<file path="src/rtl/serial_rx_pkg.sv">
// Shared definitions for the serial frame receiver: FSM state encoding
// and the line levels that mark idle and start-of-frame.
package serial_rx_pkg;

    typedef enum logic [2:0] {
        ST_IDLE      = 3'd0,
        ST_DATA      = 3'd1,
        ST_PARITY    = 3'd2,
        ST_STOP      = 3'd3,
        ST_WAIT_HIGH = 3'd4
    } rx_state_e;

    localparam logic LINE_IDLE   = 1'b1;
    localparam logic START_LEVEL = 1'b0;

    // Even parity holds when data bits plus the parity bit XOR to zero.
    function automatic logic even_parity_ok(input logic [15:0] bits, input logic par_bit);
        return (^bits ^ par_bit) == 1'b0;
    endfunction

endpackage

</file>
<file path="src/rtl/rx_hold_reg.sv">
// Valid/ready holding register for received words. A word offered while
// an unconsumed word is held (and not being accepted) is dropped and flagged.
module rx_hold_reg #(
    parameter int DATA_W = 8
) (
    input  logic              clock,
    input  logic              reset,
    input  logic              load,
    input  logic [DATA_W-1:0] load_data,
    input  logic              ready,
    output logic [DATA_W-1:0] data,
    output logic              valid,
    output logic              overrun
);

    // Handshake: a word transfers at a rising edge where valid and ready are
    // both high; valid never drops without that transfer, and data is frozen
    // while valid is high and ready is low.
    logic [DATA_W-1:0] data_q, data_d;
    logic              valid_q, valid_d;
    logic              overrun_q, overrun_d;
    logic              accept;

    assign accept = valid_q && ready;

    always_comb begin
        data_d    = data_q;
        valid_d   = valid_q;
        overrun_d = 1'b0;
        if (load) begin
            if (!valid_q || accept) begin
                data_d  = load_data;
                valid_d = 1'b1;
            end else begin
                overrun_d = 1'b1;
            end
        end else if (accept) begin
            valid_d = 1'b0;
        end
    end

    always_ff @(posedge clock) begin
        if (reset) begin
            data_q    <= '0;
            valid_q   <= 1'b0;
            overrun_q <= 1'b0;
        end else begin
            data_q    <= data_d;
            valid_q   <= valid_d;
            overrun_q <= overrun_d;
        end
    end

    assign data    = data_q;
    assign valid   = valid_q;
    assign overrun = overrun_q;

    data_stable_a: assert property (@(posedge clock) disable iff (reset)
        (valid_q && !ready) |=> (data_q == $past(data_q)));

endmodule

</file>
<file path="src/rtl/serial_frame_rx.sv">
// Serial frame receiver: start bit, LSB-first data, optional even parity,
// stop bit. Good words go to a valid/ready holding register.
module serial_frame_rx
    import serial_rx_pkg::*;
#(
    parameter int DATA_W    = 8,
    parameter bit PARITY_EN = 1'b1
) (
    input  logic              clock,
    input  logic              reset,
    input  logic              d,
    input  logic              ready,
    output logic [DATA_W-1:0] data,
    output logic              valid,
    output logic              busy,
    output logic              parity_err,
    output logic              frame_err,
    output logic              overrun
);

    localparam int CNT_W = (DATA_W > 1) ? $clog2(DATA_W) : 1;
    localparam logic [CNT_W-1:0] LAST_BIT = CNT_W'(DATA_W - 1);

    rx_state_e         state_q, state_d;
    logic [CNT_W-1:0]  count_q, count_d;
    logic [DATA_W-1:0] shift_q, shift_d;
    logic              par_q, par_d;
    logic              busy_q, busy_d;
    logic              perr_q, perr_d;
    logic              ferr_q, ferr_d;
    logic              deliver;
    logic              par_ok;

    assign par_ok = PARITY_EN ? even_parity_ok(16'(shift_q), par_q) : 1'b1;

    always_comb begin
        state_d = state_q;
        count_d = count_q;
        shift_d = shift_q;
        par_d   = par_q;
        perr_d  = 1'b0;
        ferr_d  = 1'b0;
        deliver = 1'b0;
        case (state_q)
            ST_IDLE: begin
                if (d == START_LEVEL) begin
                    state_d = ST_DATA;
                    count_d = '0;
                end
            end
            ST_DATA: begin
                shift_d[count_q] = d;
                count_d          = count_q + CNT_W'(1);
                if (count_q == LAST_BIT) begin
                    state_d = PARITY_EN ? ST_PARITY : ST_STOP;
                end
            end
            ST_PARITY: begin
                par_d   = d;
                state_d = ST_STOP;
            end
            ST_STOP: begin
                // A bad stop bit and bad parity are reported together.
                perr_d = !par_ok;
                if (d == LINE_IDLE) begin
                    deliver = par_ok;
                    state_d = ST_IDLE;
                end else begin
                    ferr_d  = 1'b1;
                    state_d = ST_WAIT_HIGH;
                end
            end
            ST_WAIT_HIGH: begin
                if (d == LINE_IDLE) begin
                    state_d = ST_IDLE;
                end
            end
            default: state_d = ST_IDLE;
        endcase
        busy_d = (state_d != ST_IDLE);
    end

    always_ff @(posedge clock) begin
        if (reset) begin
            state_q <= ST_IDLE;
            count_q <= '0;
            shift_q <= '0;
            par_q   <= 1'b0;
            busy_q  <= 1'b0;
            perr_q  <= 1'b0;
            ferr_q  <= 1'b0;
        end else begin
            state_q <= state_d;
            count_q <= count_d;
            shift_q <= shift_d;
            par_q   <= par_d;
            busy_q  <= busy_d;
            perr_q  <= perr_d;
            ferr_q  <= ferr_d;
        end
    end

    // The hold register sees the shift register before the stop edge,
    // so the word it loads is the one just completed.
    rx_hold_reg #(.DATA_W(DATA_W)) u_hold (
        .clock     (clock),
        .reset     (reset),
        .load      (deliver),
        .load_data (shift_q),
        .ready     (ready),
        .data      (data),
        .valid     (valid),
        .overrun   (overrun)
    );

    assign busy       = busy_q;
    assign parity_err = perr_q;
    assign frame_err  = ferr_q;

endmodule

</file>
<file path="config.mk">
export PLATFORM = sky130hd
export DESIGN_NAME = serial_frame_rx
export DESIGN_NICKNAME = d
export VERILOG_FILES = /design/src/rtl/serial_rx_pkg.sv /design/src/rtl/rx_hold_reg.sv /design/src/rtl/serial_frame_rx.sv
export SDC_FILE = /design/constraint.sdc
export NUM_CORES = 1
export LEC_CHECK = 0
export CAP_MARGIN = 5
export CORE_UTILIZATION = 49
export CTS_CLUSTER_DIAMETER = 200
export DETAILED_ROUTE_END_ITERATION = 8
export PLACE_DENSITY = 0.74
export SLEW_MARGIN = 20
export SYNTH_ARGS = -nofsm -noshare
export SYNTH_HDL_FRONTEND = slang
export SYNTH_HIERARCHICAL = 1
export SYNTH_SLANG_ARGS = --single-unit
</file>
<file path="constraint.sdc">
create_clock -name clock -period 1.8 [get_ports clock]
set_clock_uncertainty 0.05 [all_clocks]
set_input_delay 0.36 -clock clock [delete_from_list [all_inputs] [get_ports clock]]
set_output_delay 0.36 -clock clock [all_outputs]
set_load 0.005 [all_outputs]
</file>
# Word-level counts from Yosys, hierarchy flattened
# Cells that the tools add are included.
totals:
  ff_bits: 28
  inputBits: 4
  out_inout_bits: 13
op_classes:
  add_sub_neg: 1
  magnitude_cmp: 2
  n_eq_ne: 7
  n_mux: 17
  bitwise_logic: 4
  reduce_logical: 14
ops:
  columns: ["cell", "n"]
  rows:
  - ["XOR reduction 16 bit", 1]
  - ["2-to-1 mux 3 bit", 5]
  - ["one-hot mux 3 bit (5 select lines)", 1]
  - ["bitwise mux 8 bit", 1]
  - ["2-to-1 mux 1 bit", 8]
  - ["== test 3 x 2 -> 1 bit (second input constant)", 2]
  - ["== test 3 bit (second input constant)", 2]
  - ["one-hot mux 3 bit (2 select lines)", 1]
  - ["AND reduction 2 bit", 3]
  - ["< comparator 3 x 4 -> 1 bit (second input constant)", 1]
  - ["nonzero test 2 bit", 2]
  - ["OR reduction 2 bit", 2]
  - ["adder 3 x 1 -> 3 bit (second input constant)", 1]
  - ["demux 1 bit (select 3 bit)", 1]
  - ["== test 3 x 1 -> 1 bit (second input constant)", 1]
  - [">= comparator 3 x 1 -> 1 bit (second input constant)", 1]
  - ["logical NOT 3 bit", 1]
  - ["inverter 1 bit", 3]
  - ["nonzero test 3 bit", 1]
  - ["logical AND 1 bit", 2]
  - ["inequality test 2 x 1 -> 1 bit (second input constant)", 1]
  - ["inequality test 2 bit (second input constant)", 1]
  - ["logical NOT 1 bit", 1]
  - ["logical OR 1 bit", 1]
  - ["XOR 1 bit", 1]

# Depth between registers and ports, before layout
# Gate-level depths: netlist of the first run.
logic_depth:
  word_depth: 7
  mapped_depth: 7
  ltp_nobuf: 5

# Cells and area by module
# The synthesis of the first run kept the hierarchy.
by_module_without_submodules:
  columns: ["mod", "instances", "cells_each", "area_each_um2", "seq_area_each_um2"]
  rows:
  - ["serial_frame_rx", 1, 106, 957.2, 360.3]
  - ["rx_hold_reg", 1, 41, 436.7, 200.2]

# Least setup slack after synthesis of the first run
# Ideal clock, no wire load.
synth_timing:
  kind: "reg2reg"
  startpoint: "register shift_q[2]"
  endpoint: "register u_hold.data_q[0] (netlist: u_hold/data[0])"
  setup_time_ps: 72
  arrival_time_ps: 1612
  required_time_ps: 1678
  path_slack_ps: 67
  stages_incl_launch_ff: 7
  synth_period_minus_slack_ps: 1733
  path_cell_list: "dfxtp_1 > xor2_1 > xnor3_1 > mux2i_1 > a21boi_2 > buf_6 > mux2i_1"
synth_between:
  elab_chain_cells: 6
synth_rtl:
  columns: ["item", "line", "source"]
  rows:
  - ["start, declared", "serial_frame_rx.sv:26", "logic [DATA_W-1:0] shift_q, shift_d;"]
  - ["start signal, assigned", "serial_frame_rx.sv:95", "shift_q <= shift_d;"]
  - ["XOR reduction 16 bit", "serial_rx_pkg.sv:18", "return (^bits ^ par_bit) == 1'b0;"]
  - ["XOR 1 bit", "serial_rx_pkg.sv:18", null]
  - ["inverter 1 bit", "serial_rx_pkg.sv:18", null]
  - ["2-to-1 mux 1 bit", "serial_frame_rx.sv:65", "if (d == LINE_IDLE) begin"]
  - ["2-to-1 mux 1 bit", "serial_frame_rx.sv:44", "case (state_q)"]
  - ["via deliver", "serial_frame_rx.sv:31", "logic deliver;"]
  - ["AND reduction 2 bit (no source line)", null, null]
  - ["end signal, assigned", "rx_hold_reg.sv:48", "data_q <= data_d;"]
  - ["end, declared", "rx_hold_reg.sv:19", "logic [DATA_W-1:0] data_q, data_d;"]
# The timed path passes the listed nets, and every way through them passes these cells.
# A chain may end at the register's enable or synchronous reset.

# Final worst setup path of the first run
layout_timing:
  startpoint: "register shift_q[2]"
  endpoint: "register u_hold.data_q[4] (netlist: u_hold/data[4])"
# Same word-level chain as after synthesis.

==> run summary, run 1 <==
vias in the first global route -> 1071
htree depth -> 1
Post-synth top cells -> dfxtp_1, nand2b_1, a21oi_1, mux2i_1, o21ai_0
CP peak stage delay -> 460 ps
Cell Chain, Critical Path -> xor2_1, xnor3_1, mux2i_1, a21boi_2, buf_12, mux2i_1
hold endpoint -> u_hold/data[0]
Placed Instances -> 198
Worst-Margin Slew -> 406 ps
n_diodes -> 0
worst setup margin -> -70.2 ps
fmax -> 535 MHz
CTS Buf Count -> 3
# rows -> 18
worst r2r path cells -> 6
cells after synthesis -> 147
RSZ-0062 raised after global routing -> yes
Yosys cell types -> 38
clk_lat worst skew -> 330 ps
Top cell by count, worst path -> mux2i_1
worst r2r src -> shift_q[2]
first-pass GRT wire length -> 4.62 mm
Die H -> 55.3 um
final setup fails -> 8
final hold violations -> 0
via count -> 1114
min Tclk post-route -> 1870 ps
count of pins over their slew limit -> 0
Worst VDD drop -> 0.515 mV
Die Span X -> 55.3 um
Post-Syn Area -> 0.00139 mm2
WHS Path Cells -> 2
worst setup path start -> shift_q[2]
post-synth top area cell -> dfxtp_1
FF-to-FF End -> u_hold/data[4]
R2R setup slack -> -70 ps
Core Util, Final -> 0.671
critical path type -> reg2reg
top-count cell post-synth -> dfxtp_1
Core Region -> 0.00259 mm2
clk root buf -> clkbuf_4
Post-synth ARST share -> 0
failing checks -> negative setup slack
top cells by area, synth -> dfxtp_1, nand2b_1, mux2i_1
gr ovfl total -> 0
Clock Pin Slew Worst Setup and Hold Paths -> 150 ps
Final GP Congestion -> 0.759
Critical Path Slowest Stage Cell -> xnor3_1
pre-CTS WS -> -223 ps
period utilisation layout -> 1.04
delay-heaviest family, CP -> XOR/XNOR gates
initial core utilization -> 0.538
antenna violations before repair -> 0
Ports -> 17
GRT Util Overall -> 0.187
Post-synth EDFFs -> 0
Post-DP HPWL -> 2.06 mm
share of cells above drive strength 1 -> 0.178
DIE AREA -> 0.00306 mm2
crit end category -> register
Crit path arrival time -> 2100 ps
Vias per Instance -> 5.46
1st-iter DRT viols -> 27
Hold Crit Start -> u_hold/data[0]
largest net degree at the start of global routing -> 20
CP required -> 2030 ps
P&R area growth vs syn -> 24.6%
CTS tree -> yes
critical path fanouts, max -> 8
Post-Route WL -> 2.74 mm
Yosys top cell area share -> 0.402
Min-Delay Path Class -> reg2reg
syn avg cell area -> 9.48 um2
status -> complete, but fails checks
pwr/cell area -> 664 mW/mm2
MaxCap Viol Count -> 0
clock buffer depth -> 2
drt first pass iters -> 4
Syn Nets -> 153
Post-DRT Antenna Nets -> 0
Tot Pwr -> 1.15 mW
Layout Cells excl Fill -> 204
startpoint types -> register
clk sinks -> 28
Residual DRC -> 0
port bufs -> 16
worst path buffer plus inverter count -> 1
Final nets -> 181
top_reg_cell synth -> dfxtp_1
Wirelength per Cell -> 13.4 um
normalized max-slew margin -> 0.729
Leak -> 0.656 nW
post-synthesis sequential area ratio -> 0.402
YS warnings -> 6
post-synthesis register bit count -> 28
## layer usage
metal | track usage | vias up | share of wire
li1 | - | 567 | -
met1 | 0.225 | 516 | 0.44
met2 | 0.332 | 26 | 0.52
met3 | 0.0234 | 5 | 0.026
met4 | 0.0821 | 0 | 0.017
met5 | 0 | - | 0
## worst max path at each step
| stage | slack [ps] | end | cells after the start |
|---|---|---|---|
| 2_1_floorplan | 70 | u_hold/data[0] | 6 |
| 3_3_place_gp | -150 | u_hold/data[4] | 7 |
| 3_5_place_dp | -220 | u_hold/data[4] | 7 |
| 4_1_cts | -90 | u_hold/data[4] | 6 |
| 5_1_grt | -180 | u_hold/data[4] | 6 |
| 6_report | -70 | u_hold/data[4] | 6 |
## what timing repair did
| item | CTS | global route |
|---|---|---|
| hold buffers | 0 | 0 |
| buffers inserted | 1 | 1 |
| endpoints found under the setup margin | 8 | 8 |
| pin swaps | 1 | 2 |
| hold endpoints to repair | 0 | 0 |
| gates resized for setup | 2 | 2 |
## tightest hold or removal path, cell delays in order, from the launching register on
cell and delay [ps]:
dfxtp_1 340, nand2b_1 60, mux2i_1 60
## flip-flops by register name (all words and copies together), names as in the netlist
| name | count |
|---|---|
| u_hold/data | 8 |
| u_hold/overrun | 1 |
| u_hold/valid | 1 |
| parity_err | 1 |
| par_q | 1 |
| state_q | 3 |
| frame_err | 1 |
| shift_q | 8 |
| count_q | 3 |
| busy | 1 |
## kinds of logic (layout without fill, tap and decap cells)
kind of cell	count (synthesis)	in the layout	synth area share
DFF	28	28	0.402
and+or+nand+nor	61	61	0.279
buffers and inverters	11	38	0.0377
AOI/OAI and AO/OA	28	28	0.116
xor gates and xnor gates	6	6	0.0682
adders and majority gates	2	2	0.0180
muxes	11	11	0.0790
## area by class of cell
type / count / area, um2
tap: 30 / 37.5
clock inverter: 1 / 30.0
multi-input combinational: 108 / 781
sequential: 28 / 566
timing repair buffer: 32 / 293
fill: 213 / 853
clock buffer: 3 / 22.5
inverter: 2 / 7.51
## power breakdown
group / switching [mW] / total [mW] / internal (mW)
registers: 0.0122 / 0.641 / 0.628
clock network: 0.192 / 0.418 / 0.225
logic: 0.0450 / 0.0953 / 0.0503
total: 0.249 / 1.15 / 0.904
## through the flow
step	setup TNS [ps]	hold WS (ps)	instance area (um2)
final	-461	437	1740
after global routing	-1320	456	1740
after CTS	-616	441	1730
after detailed placement	-1640	422	1660
after global placement	-1160	408	1660
after floorplan	0	379	1390
## cell usage in the layout (no fill, tap or decap), types with 5 or more instances in the layout
cell type / instances
mux2i_1: 11
nor2b_1: 6
dfxtp_1: 24
nand3_1: 6
nor2_1: 5
o21ai_0: 9
nand2b_1: 20
buf_4: 15
clkdlybuf4s50_1: 16
a21oi_1: 13
nand2_1: 6
No activity file was read; power rests on OpenSTA's default activity.
==> run 2, diff against run 1 <==
CELL_PAD_IN_SITES_DETAIL_PLACEMENT = 0   (was not set)
CELL_PAD_IN_SITES_GLOBAL_PLACEMENT = 1   (was not set)
CORE_UTILIZATION = 38   (was 49)
PLACE_DENSITY = not set   (was 0.74)
PLACE_DENSITY_LB_ADDON = 0.1   (was not set)
==> run summary, run 2 (same netlist as run 1, synthesis figures left out) <==
drt first pass iters -> 4 (unchanged)
Worst VDD drop -> 0.269 mV (-48%)
Core Region -> 0.00342 mm2 (+32%)
worst setup margin -> -50.7 ps (+19.6 ps)
Critical Path Slowest Stage Cell -> xnor3_1
n_diodes -> 0 (unchanged)
Die Span X -> 62.6 um (+13%)
hold endpoint -> u_hold/data[5]
Final GP Congestion -> 0.708 (-6.7%)
period utilisation layout -> 1.03 (-0.0109)
WHS Path Cells -> 2 (unchanged)
Worst-Margin Slew -> 395 ps (-11.0 ps)
worst path buffer plus inverter count -> 1 (unchanged)
CTS tree -> yes
Leak -> 0.662 nW (+0.83%)
gr ovfl total -> 0 (unchanged)
CTS Buf Count -> 3 (unchanged)
crit end category -> register
RSZ-0062 raised after global routing -> yes
most frequent cells in the layout -> dfxtp_1, nand2b_1, clkdlybuf4s50_1, buf_4, a21oi_1
Post-Route WL -> 2.57 mm (-6.4%)
clk sinks -> 28 (unchanged)
final setup fails -> 8 (unchanged)
fillers -> 327 (+54%)
worst r2r path cells -> 6 (unchanged)
fmax -> 540 MHz (+1.1%)
DIE AREA -> 0.00391 mm2 (+28%)
Die H -> 62.6 um (+13%)
final hold violations -> 0 (unchanged)
design area -> 0.00177 mm2 (+2.0%)
vias in the first global route -> 1042 (-2.7%)
Post-DP HPWL -> 1.87 mm (-9.3%)
Post-DRT Antenna Nets -> 0 (unchanged)
critical path type -> reg2reg
Residual DRC -> 0 (unchanged)
Cell Chain, Critical Path -> xor2_2, xnor3_1, mux2i_1, a21boi_2, buf_12, mux2i_1
R2R setup slack -> -50 ps (+20 ps)
worst r2r src -> shift_q[2]
failing checks -> negative setup slack
FF-to-FF End -> u_hold/data[2]
delay-heaviest family, CP -> XOR/XNOR gates
pre-CTS WS -> -195 ps (+28.3 ps)
MaxCap Viol Count -> 0 (unchanged)
htree depth -> 1 (unchanged)
first-pass GRT wire length -> 4.53 mm (-1.9%)
critical path fanouts, max -> 8 (unchanged)
via count -> 1088 (-2.3%)
Ports -> 17 (unchanged)
normalized max-slew margin -> 0.736 (+0.00732)
pwr/cell area -> 644 mW/mm2 (-3.1%)
Clock Pin Slew Worst Setup and Hold Paths -> 150 ps (about the same)
Post-CTS Hold Fix Bufs -> 0 (unchanged)
Layout Cells excl Fill -> 221 (+8.3%)
Post-DP Area -> 0.00169 mm2 (+1.7%)
worst setup path start -> shift_q[2]
clock buffer depth -> 2 (unchanged)
initial core utilization -> 0.408 (-0.130)
# rows -> 21 (+3)
clk root buf -> clkbuf_4
count of pins over their slew limit -> 0 (unchanged)
GRT Util Overall -> 0.145 (-0.0417)
min Tclk post-route -> 1850 ps (-19.6 ps)
most common cell after layout, fill and taps aside -> dfxtp_1
Crit path arrival time -> 2060 ps (-40 ps)
antenna violations before repair -> 0 (unchanged)
hold slack -> 434 ps (-2.82 ps)
1st-iter DRT viols -> 54 (+100%)
Setup TNS -> -337 ps (+124 ps)
largest net degree at the start of global routing -> 17 (-15%)
Hold Crit Start -> u_hold/data[5]
P&R area growth vs syn -> 27.1%
Min-Delay Path Class -> reg2reg
status -> complete, but fails checks
share of cells above drive strength 1 -> 0.189 (+0.0104)
CP peak stage delay -> 430 ps (-30 ps)
clk_lat worst skew -> 320 ps (about the same)
Vias per Instance -> 4.92 (-9.8%)
Placed Instances -> 215 (+8.6%)
Wirelength per Cell -> 11.6 um (-14%)
CP required -> 2010 ps (-20 ps)
startpoint types -> register
Final nets -> 182 (+0.55%)
Top cell by count, worst path -> mux2i_1
port bufs -> 16 (unchanged)
run 2: worst max-delay path by stage:
stage | to | slack (ps) | depth (start not counted)
2_1_floorplan | u_hold/data[0] | 70 | 6
3_3_place_gp | u_hold/data[2] | -150 | 7
3_5_place_dp | u_hold/data[2] | -190 | 7
4_1_cts | u_hold/data[2] | -50 | 6
5_1_grt | u_hold/data[5] | -210 | 6
6_report | u_hold/data[2] | -50 | 6
run 2: layer usage:
layer	GRT usage	up-vias	part of all wire
li1	-	568	-
met1	0.174	505	0.45
met2	0.260	13	0.52
met3	0.0237	2	0.022
met4	0.0523	0	0.0078
met5	0	-	0
run 2: worst min-delay path: stages (launching register included):
cell and delay, ps:
dfxtp_1 340, nand2b_1 60, mux2i_1 60
run 2: area by class of cell:
class	instances	area, um2	area share
Multi-Input combinational cell	108	788	0.445
Sequential cell	28	566	0.319
Timing Repair Buffer	33	300	0.169
Tap cell	46	57.6	0.0325
Clock inverter	1	30.0	0.0169
Clock buffer	3	22.5	0.0127
Inverter	2	7.51	0.00424
run 2: timing repair:
item | CTS | global route
setup buffers | 1 | 1
resized for setup | 2 | 3
hold endpoints to repair | 0 | 0
setup endpoints to repair | 8 | 8
pin swaps | 1 | 2
run 2: power by group:
group / total (mW) / internal, mW / switching, mW
registers: 0.635 / 0.628 / 0.00704
logic: 0.100 / 0.0509 / 0.0492
clock network: 0.405 / 0.225 / 0.180
total: 1.14 / 0.904 / 0.236
run 2: through the flow:
stage	utilization	power, mW
2_1_floorplan	-	0.713
3_3_place_gp	0.495	0.747
3_5_place_dp	0.495	0.749
4_1_cts	0.514	1.16
5_1_grt	0.519	1.20
6_report	0.519	1.14
